## src/rtl/sc_mux_sched.sv

```systemverilog
// SC 2:1 MUX sequencer: LFSR select stream, SNG enable, ones counting.
// Optional per-run seed input: SC_MUX_SCHED_SEED_PORT_EN.
module sc_mux_sched #(
  parameter int          LEN_W = 8,
  parameter logic [7:0]  SEED  = 8'hA5
) (
  input  logic             clk,
  input  logic             rst_n,
  input  logic             start,
  input  logic             abort,
  input  logic [LEN_W-1:0] len,
  input  logic [7:0]       weight,
`ifdef SC_MUX_SCHED_SEED_PORT_EN
  input  logic [7:0]       seed_in,
`endif
  input  logic [1:0]       y_in,
  output logic             sel,
  output logic             strm_en,
  output logic             busy,
  output logic             done,
  output logic [LEN_W-1:0] cnt0,
  output logic [LEN_W-1:0] cnt1
);

  typedef enum logic [1:0] {
    IDLE,
    RUN,
    DONE
  } state_t;

  localparam logic [7:0] SEED_FIX = (SEED == 8'h00) ? 8'h01 : SEED;

  state_t           state_q;
  logic [LEN_W-1:0] rem_q;
  logic [LEN_W-1:0] cnt0_q;
  logic [LEN_W-1:0] cnt1_q;
  logic [7:0]       w_q;
  logic [7:0]       lfsr_q;
  logic [7:0]       lfsr_d;
  logic [7:0]       seed_ld;
  logic [LEN_W-1:0] inc0;
  logic [LEN_W-1:0] inc1;

`ifdef SC_MUX_SCHED_SEED_PORT_EN
  assign seed_ld = (seed_in == 8'h00) ? 8'h01 : seed_in;
`else
  assign seed_ld = SEED_FIX;
`endif

  // x^8+x^6+x^5+x^4+1, shift left, feedback into bit 0
  assign lfsr_d = {lfsr_q[6:0],
                   lfsr_q[7] ^ lfsr_q[5] ^ lfsr_q[4] ^ lfsr_q[3]};

  assign inc0 = {{(LEN_W-1){1'b0}}, y_in[0]};
  assign inc1 = {{(LEN_W-1){1'b0}}, y_in[1]};

  always_ff @(posedge clk or negedge rst_n) begin
    if (!rst_n) begin
      state_q <= IDLE;
      rem_q   <= '0;
      w_q     <= '0;
      lfsr_q  <= SEED_FIX;
      cnt0_q  <= '0;
      cnt1_q  <= '0;
    end else begin
      unique case (state_q)
        IDLE: begin
          if (start) begin
            cnt0_q <= '0;
            cnt1_q <= '0;
            if (len != '0) begin
              rem_q   <= len;
              w_q     <= weight;
              lfsr_q  <= seed_ld;
              state_q <= RUN;
            end else begin
              state_q <= DONE;
            end
          end
        end
        RUN: begin
          if (abort) begin
            state_q <= IDLE;
          end else begin
            cnt0_q <= cnt0_q + inc0;
            cnt1_q <= cnt1_q + inc1;
            lfsr_q <= lfsr_d;
            rem_q  <= rem_q - LEN_W'(1);
            if (rem_q == LEN_W'(1)) state_q <= DONE;
          end
        end
        DONE: state_q <= IDLE;
        default: state_q <= IDLE;
      endcase
    end
  end

  assign busy    = (state_q == RUN);
  assign strm_en = busy;
  assign sel     = busy && (lfsr_q <= w_q);
  assign done    = (state_q == DONE);
  assign cnt0    = cnt0_q;
  assign cnt1    = cnt1_q;

endmodule
```

## config.mk

```make
export PLATFORM = sky130hd
export DESIGN_NAME = sc_mux_sched
export DESIGN_NICKNAME = d
export VERILOG_FILES = /design/src/rtl/sc_mux_sched.sv
export SDC_FILE = /design/constraint.sdc
export NUM_CORES = 1
export LEC_CHECK = 0
export CAP_MARGIN = 20
export CORE_UTILIZATION = 43
export CTS_CLUSTER_SIZE = 40
export DETAILED_ROUTE_END_ITERATION = 10
export PLACE_DENSITY = 0.69
export SLEW_MARGIN = 20
export SYNTH_ARGS = -nofsm -noshare
export SYNTH_HDL_FRONTEND = slang
export SYNTH_SLANG_ARGS = --single-unit
```

## constraint.sdc

```tcl
create_clock -name clk -period 4.23 [get_ports clk]
set_clock_uncertainty 0.2 [all_clocks]
set_input_delay 1.269 -clock clk [delete_from_list [all_inputs] [get_ports clk]]
set_output_delay 1.269 -clock clk [all_outputs]
set_load 0.01 [all_outputs]
```

==> flow_metrics.env, run 1 <==
export IMPL_status="complete, no violations"
export IMPL_async_reset_ff_share_pct=100.0
export IMPL_grt_pass1_wl_mm=8.797
export IMPL_chipWidth_microns=75.57
export IMPL_drt_total_wl_mm=5.217
export IMPL_setup_viol=0
export IMPL_start_kind="flip-flop"
export IMPL_worstHoldPathCells=2
export IMPL_synth_warnings=0
export IMPL_reg2reg_to="cnt1[5]"
export IMPL_slowest_delay_ns=0.57
export IMPL_syn_avg_cell_area_sq_um=9.460
export IMPL_drive_above_1_share_pct=6.993
export IMPL_multi_input_area_sq_um=1150
export IMPL_ys_flop_type="dfrtp_1"
export IMPL_place_hpwl_mm=3.697
export IMPL_rsz0062_at_grt="false"
export IMPL_slew_headroom_pct=36.71
export IMPL_final_util_pct=55.39
export IMPL_yosysTopAreaCellShare_pct=40.86
export IMPL_die_y_microns=75.57
export IMPL_setup_slack_ns=0.3275
export IMPL_cts_tree="yes"
export IMPL_drv_slew=0
export IMPL_drc=0
export IMPL_stdcell_area_sq_um=2865
export IMPL_setup_tns_ns=0
export IMPL_min_period_over_period_pct=92.26
export IMPL_synthTopCellsByArea="dfrtp_1 (41%), ha_1 (7.5%), o21ai_0 (5.2%)"
export IMPL_cts_max_level=2
export IMPL_post_cts_setup_buffers=0
export IMPL_critPathKind="flip-flop to primary output"
export IMPL_power_density_nw_per_um2=571.1
export IMPL_clock_latency_ns=0.30
export IMPL_synthCells=246
export IMPL_drt_first_pass_iters=4
export IMPL_synth_cell_area_sq_um=2327
export IMPL_synth_largest_area_cell="dfrtp_1"
export IMPL_diodes=0
export IMPL_clockRootBuffer="clkbuf_8"
export IMPL_holdBufCountCts=0
export IMPL_pin_count=42
export IMPL_min_period_ns=3.902
export IMPL_clock_sinks=42
export IMPL_nFillCells=457
export IMPL_portBuffers=41
export IMPL_irDropWorstVdd_v=0.0002378
export IMPL_dp_slack_ns=0.6015
export IMPL_syn_to_final_growth_pct=23.12
export IMPL_dpl_cell_area_sq_um=2774
export IMPL_die_area_sq_um=5710
export IMPL_std_cell_rows=26
export IMPL_synth_seq_cells=42
export IMPL_worstPathArrival_ns=2.43
export IMPL_wire_per_inst_microns=14.65
export IMPL_yosysSeqAreaShare_pct=45.38
export IMPL_grt_max_degree=43
export IMPL_grt_overflow_total=0
export IMPL_syn_nets=282
export IMPL_drt_iter0_drc=103
export IMPL_cap_violations=0
export IMPL_synth_most_common_cell="dfrtp_1"
export IMPL_crit_buf_inv=1
export IMPL_layoutNonFillerInstCount=356
export IMPL_placed_cells=348
export IMPL_endpoint_kind="primary output"
export IMPL_worst_pin_slew_ns=0.9493
export IMPL_crit_required_ns=2.76
export IMPL_grt_usage_pct=20.49
export IMPL_core_area_sq_um=5172
export IMPL_regToRegSetupSlack_ns=1.92
export IMPL_cp_slowest_cell="dfstp_2"
export IMPL_nNetsFinal=321
export IMPL_antenna_left=0
export IMPL_ff2ff_path_depth=5
export IMPL_fmax_mhz=256.2
export IMPL_critPathTopFamily="compound AO/OA/AOI/OAI gates"
export IMPL_hold_violations=0
export IMPL_clockBufferDepth=2
export IMPL_cts_clk_slew_worst_paths_ns=0.08
export IMPL_initial_core_util_pct=44.99
export IMPL_synthTopCellsByCount="dfrtp_1 (38), nand2_1 (24), o21ai_0 (24)"
export IMPL_dr_total_vias=1989
export IMPL_reg2reg_from="state_q[0]"
export IMPL_viasPerCell=5.587
export IMPL_min_from="lfsr_q[2]"
export IMPL_crit_fanout=4
export IMPL_synth_edf_count=0
export IMPL_numCtsBuffers=5
export IMPL_min_to="lfsr_q[2]"
export IMPL_path_cells="ha_1 -> a211o_1 -> a211oi_1 -> a21o_1 -> a31o_2 -> clkdlybuf4s50_1"
export IMPL_gp_congestion=0.8597
export IMPL_grt_pass1_vias=1880
export IMPL_antenna_found_initial=0
export IMPL_register_area_sq_um=1056
export IMPL_synth_cell_types=47
export IMPL_leakagePower_nw=1.204
export IMPL_hp_class="flip-flop to flip-flop"
export IMPL_cts_resized_gates=0
## cell usage in the layout, fill, tap and decap left out, types with 2 or more instances in the layout
cell             count
o21a_1               3
dfstp_2              4
xor2_1               3
nand2b_1             3
nand2_1             24
dfrtp_1             38
a21oi_1             10
a211oi_1             4
clkdlybuf4s50_1     40
nor3b_1              3
o31ai_1              7
inv_1               12
o21ai_1              8
a22oi_1              2
nand3_1              6
nand4_1              4
a21boi_0             2
nor3_1               8
o21ai_0             24
clkbuf_8             6
ha_1                14
nand4b_1             2
a21o_1               2
nor2_1              17
buf_4                4
nor4_1               2
or4_1                5
xnor2_1              8
## sequential cells by signal, indices dropped and copies added (netlist names)
signal / flops
cnt0: 8
cnt1: 8
lfsr_q: 8
rem_q: 8
state_q: 2
w_q: 8
## metal layers
metal  part of all wire (%)  vias to the layer above  GRT usage, %
met1                     47                      977         26.84
met2                     48                       45         34.23
met3                    3.6                        6         4.762
li1                       -                      961             -
met4                    1.2                        0         5.556
met5                      0                        -             0
## cell families (layout without fill, tap and decap cells)
kind of cell             count (synthesis)  in the layout  synth area share, %
buffers and inverters                   25             65                5.215
XOR/XNOR                                11             11                4.140
adder cells (fa/ha/maj)                 14             14                7.527
AND/OR/NAND/NOR                         81             81                18.23
multiplexers                             2              2               0.9140
AO/OA/AOI/OAI                           71             71                18.60
flip-flops                              42             42                45.38
## worst max-delay path by stage
stage	start	endpoint	slack (ns)	cells past startpoint
after global placement	len[0]	lfsr_q[3]	0.65	5
final	lfsr_q[5]	sel	0.33	6
after detailed placement	len[1]	rem_q[3]	0.60	5
after global routing	lfsr_q[5]	sel	0.21	6
after floorplan	lfsr_q[5]	sel	1.25	5
after CTS	lfsr_q[5]	sel	0.32	6
## final cells by class
| cell class | count | share of cell area (%) |
|---|---|---|
| Multi-Input combinational cell | 179 | 40.13 |
| Sequential cell | 42 | 36.86 |
| Timing Repair Buffer | 45 | 15.20 |
| Tap cell | 70 | 3.057 |
| Clock buffer | 7 | 3.013 |
| Inverter | 12 | 1.572 |
| Clock inverter | 1 | 0.1747 |
## metrics by stage
step | hold slack, ns | total power, mW
floorplan | 0.2762 | 1.155
global placement | 0.2991 | 1.350
detailed placement | 0.3030 | 1.371
CTS | 0.3143 | 1.645
global route | 0.3401 | 1.779
finish | 0.3129 | 1.636
## power breakdown
part / switching, mW / internal [mW] / total (mW)
Combinational: 0.391 / 0.326 / 0.717
Clock: 0.138 / 0.132 / 0.270
Sequential: 0.109 / 0.540 / 0.649
Total: 0.638 / 0.998 / 1.64
## worst register-to-register path, cell delays in order, from the launching register on
cell and delay (ns):
dfrtp_1 0.48, nand2b_1 0.28, a21o_1 0.36, buf_4 0.25, or4_1 0.51, a21oi_1 0.15
No activity file was read; power rests on OpenSTA's default activity.
==> run 2: changes to the inputs <==
--- a/config.mk
+++ b/config.mk
@@ -6,6 +6,7 @@
 export NUM_CORES = 1
 export LEC_CHECK = 0
 export CAP_MARGIN = 20
+export CORE_MARGIN = 8
 export CORE_UTILIZATION = 43
 export CTS_CLUSTER_SIZE = 40
 export DETAILED_ROUTE_END_ITERATION = 10
==> run 2 against run 1 <==
Net effect: combinational power up 3%; wire length up 4.1%; global-route usage down 5.2 points; power up 3.6%; sequential power down 0.6%; clock-buffer cell count unchanged; first-iteration DRC count up 8.7%; register-to-register slack better by 0.18 ns; critical endpoint unchanged.
==> flow_metrics.env, run 2 (synthesized netlist as in run 1, its figures left out) <==
export IMPL_gp_congestion=0.8393
export IMPL_nNetsFinal=322
export IMPL_cap_violations=0
export IMPL_drt_total_wl_mm=5.433
export IMPL_numCtsBuffers=5
export IMPL_syn_to_final_growth_pct=24.09
export IMPL_dp_slack_ns=0.6271
export IMPL_drt_first_pass_iters=4
export IMPL_register_area_sq_um=1056
export IMPL_drc=0
export IMPL_die_area_sq_um=8022
export IMPL_p_int_mw=1.048
export IMPL_dr_total_vias=1945
export IMPL_path_cells="ha_1 -> a211o_1 -> a211oi_1 -> a21o_1 -> a31o_2 -> clkdlybuf4s50_1"
export IMPL_final_common_cell="clkdlybuf4s50_1"
export IMPL_worst_pin_slew_ns=0.9273
export IMPL_grt_pass1_wl_mm=9.473
export IMPL_setup_tns_ns=0
export IMPL_hold_violations=0
export IMPL_leakagePower_nw=1.213
export IMPL_place_hpwl_mm=3.963
export IMPL_p_sw_share_pct=38.20
export IMPL_cts_clk_slew_worst_paths_ns=0.08
export IMPL_status="complete, no violations"
export IMPL_die_y_microns=89.57
export IMPL_holdBufCountCts=0
export IMPL_seqPwrFrac_pct=38.1
export IMPL_drv_slew=0
export IMPL_setup_slack_ns=0.3039
export IMPL_critPathKind="flip-flop to primary output"
export IMPL_grt_usage_pct=15.33
export IMPL_antenna_left=0
export IMPL_core_area_sq_um=5172
export IMPL_std_cell_rows=26
export IMPL_wire_per_inst_microns=15.22
export IMPL_power_density_nw_per_um2=587.2
export IMPL_grt_pass1_vias=2002
export IMPL_cts_resized_gates=0
export IMPL_pin_count=42
export IMPL_portBuffers=41
export IMPL_irDropWorstVdd_v=0.0002575
export IMPL_cts_max_level=2
export IMPL_crit_required_ns=2.76
export IMPL_min_period_ns=3.926
export IMPL_clock_power_share_pct=18.6
export IMPL_initial_core_util_pct=44.99
export IMPL_clock_latency_ns=0.30
export IMPL_cts_tree="yes"
export IMPL_clockRootBuffer="clkbuf_8"
export IMPL_clock_sinks=42
export IMPL_cp_slowest_cell="dfstp_2"
export IMPL_min_period_over_period_pct=92.82
export IMPL_clockBufferDepth=2
export IMPL_combinationalPowerShare_pct=43.4
export IMPL_grt_max_degree=43
export IMPL_crit_fanout=4
export IMPL_finalPower_mw=1.696
export IMPL_start_kind="flip-flop"
export IMPL_nFillCells=475
export IMPL_drt_iter0_drc=112
export IMPL_hold_slack_ns=0.3109
export IMPL_grt_overflow_total=0
export IMPL_post_cts_setup_buffers=0
export IMPL_crit_start="lfsr_q[5]"
export IMPL_multi_input_area_sq_um=1150
export IMPL_worstPathArrival_ns=2.46
export IMPL_fmax_mhz=254.7
export IMPL_antenna_found_initial=0
export IMPL_drive_above_1_share_pct=6.969
export IMPL_slew_headroom_pct=38.18
export IMPL_rsz0062_at_grt="false"
export IMPL_diodes=0
export IMPL_hp_class="flip-flop to flip-flop"
export IMPL_final_cell_mix="clkdlybuf4s50_1 (40), dfrtp_1 (38), o21ai_0 (24), nand2_1 (24), nor2_1 (17)"
export IMPL_chipWidth_microns=89.57
export IMPL_setup_viol=0
export IMPL_slowest_delay_ns=0.56
export IMPL_endpoint_kind="primary output"
export IMPL_viasPerCell=5.448
export IMPL_power_switching_uw=647.8
export IMPL_reg2reg_from="state_q[0]"
export IMPL_min_from="cnt0[0]"
run 2: changes by cell type in the layout (fill, tap and decap cells not counted), sizes merged:
cell / previous run / this run
clkinv: 1 / 0
buf: 5 / 6
bufinv: 0 / 1
run 2: area by class of cell:
| class | count | share of cell area [%] |
|---|---|---|
| Tap cell | 70 | 3.033 |
| Clock inverter | 1 | 1.040 |
| Timing Repair Buffer | 46 | 15.34 |
| Sequential cell | 42 | 36.57 |
| Clock buffer | 7 | 2.643 |
| Multi-Input combinational cell | 179 | 39.82 |
| Inverter | 12 | 1.560 |
run 2: power groups by stage:
stage               Sequential (mW)  Clock (mW)  Combinational, mW
finish                        0.645       0.315              0.736
global route                  0.666       0.337              0.840
CTS                           0.645       0.319              0.739
detailed placement            0.652           0              0.736
global placement              0.649           0              0.714
floorplan                     0.628           0              0.527
run 2: metal layers:
metal  GRT usage, %  wire [microns]  up-vias
met4          7.251             123        0
met2          23.73            2519       37
met3          3.309             223        9
met5              0               0        -
met1          19.76            2566      941
li1               -               -      958
run 2: worst max-delay path: cells and delay by family, from the launching register on:
kind,cells,cell delay [ns]
buf+inv,1,0.54
flops,1,0.56
compound gates,4,0.82
fa+ha+maj,1,0.24
run 2: through the flow:
stage,util (%),instances,area (sq um)
after floorplan,-,246,2327
after global placement,53.77,349,2781
after detailed placement,53.77,349,2781
after CTS,55.83,357,2888
after global routing,55.83,357,2888
final,55.83,357,2888
run 2: worst paths after layout:
path,to,slack [ns],cells past startpoint
worst max-delay path,sel,0.30,6
worst min-delay path,cnt0[0],0.31,2
worst max register to register,cnt1[5],2.10,5
worst min register to register,cnt0[0],0.31,2
max in group asynchronous,cnt1[0],2.34,1
min in group asynchronous,cnt1[7],0.91,1
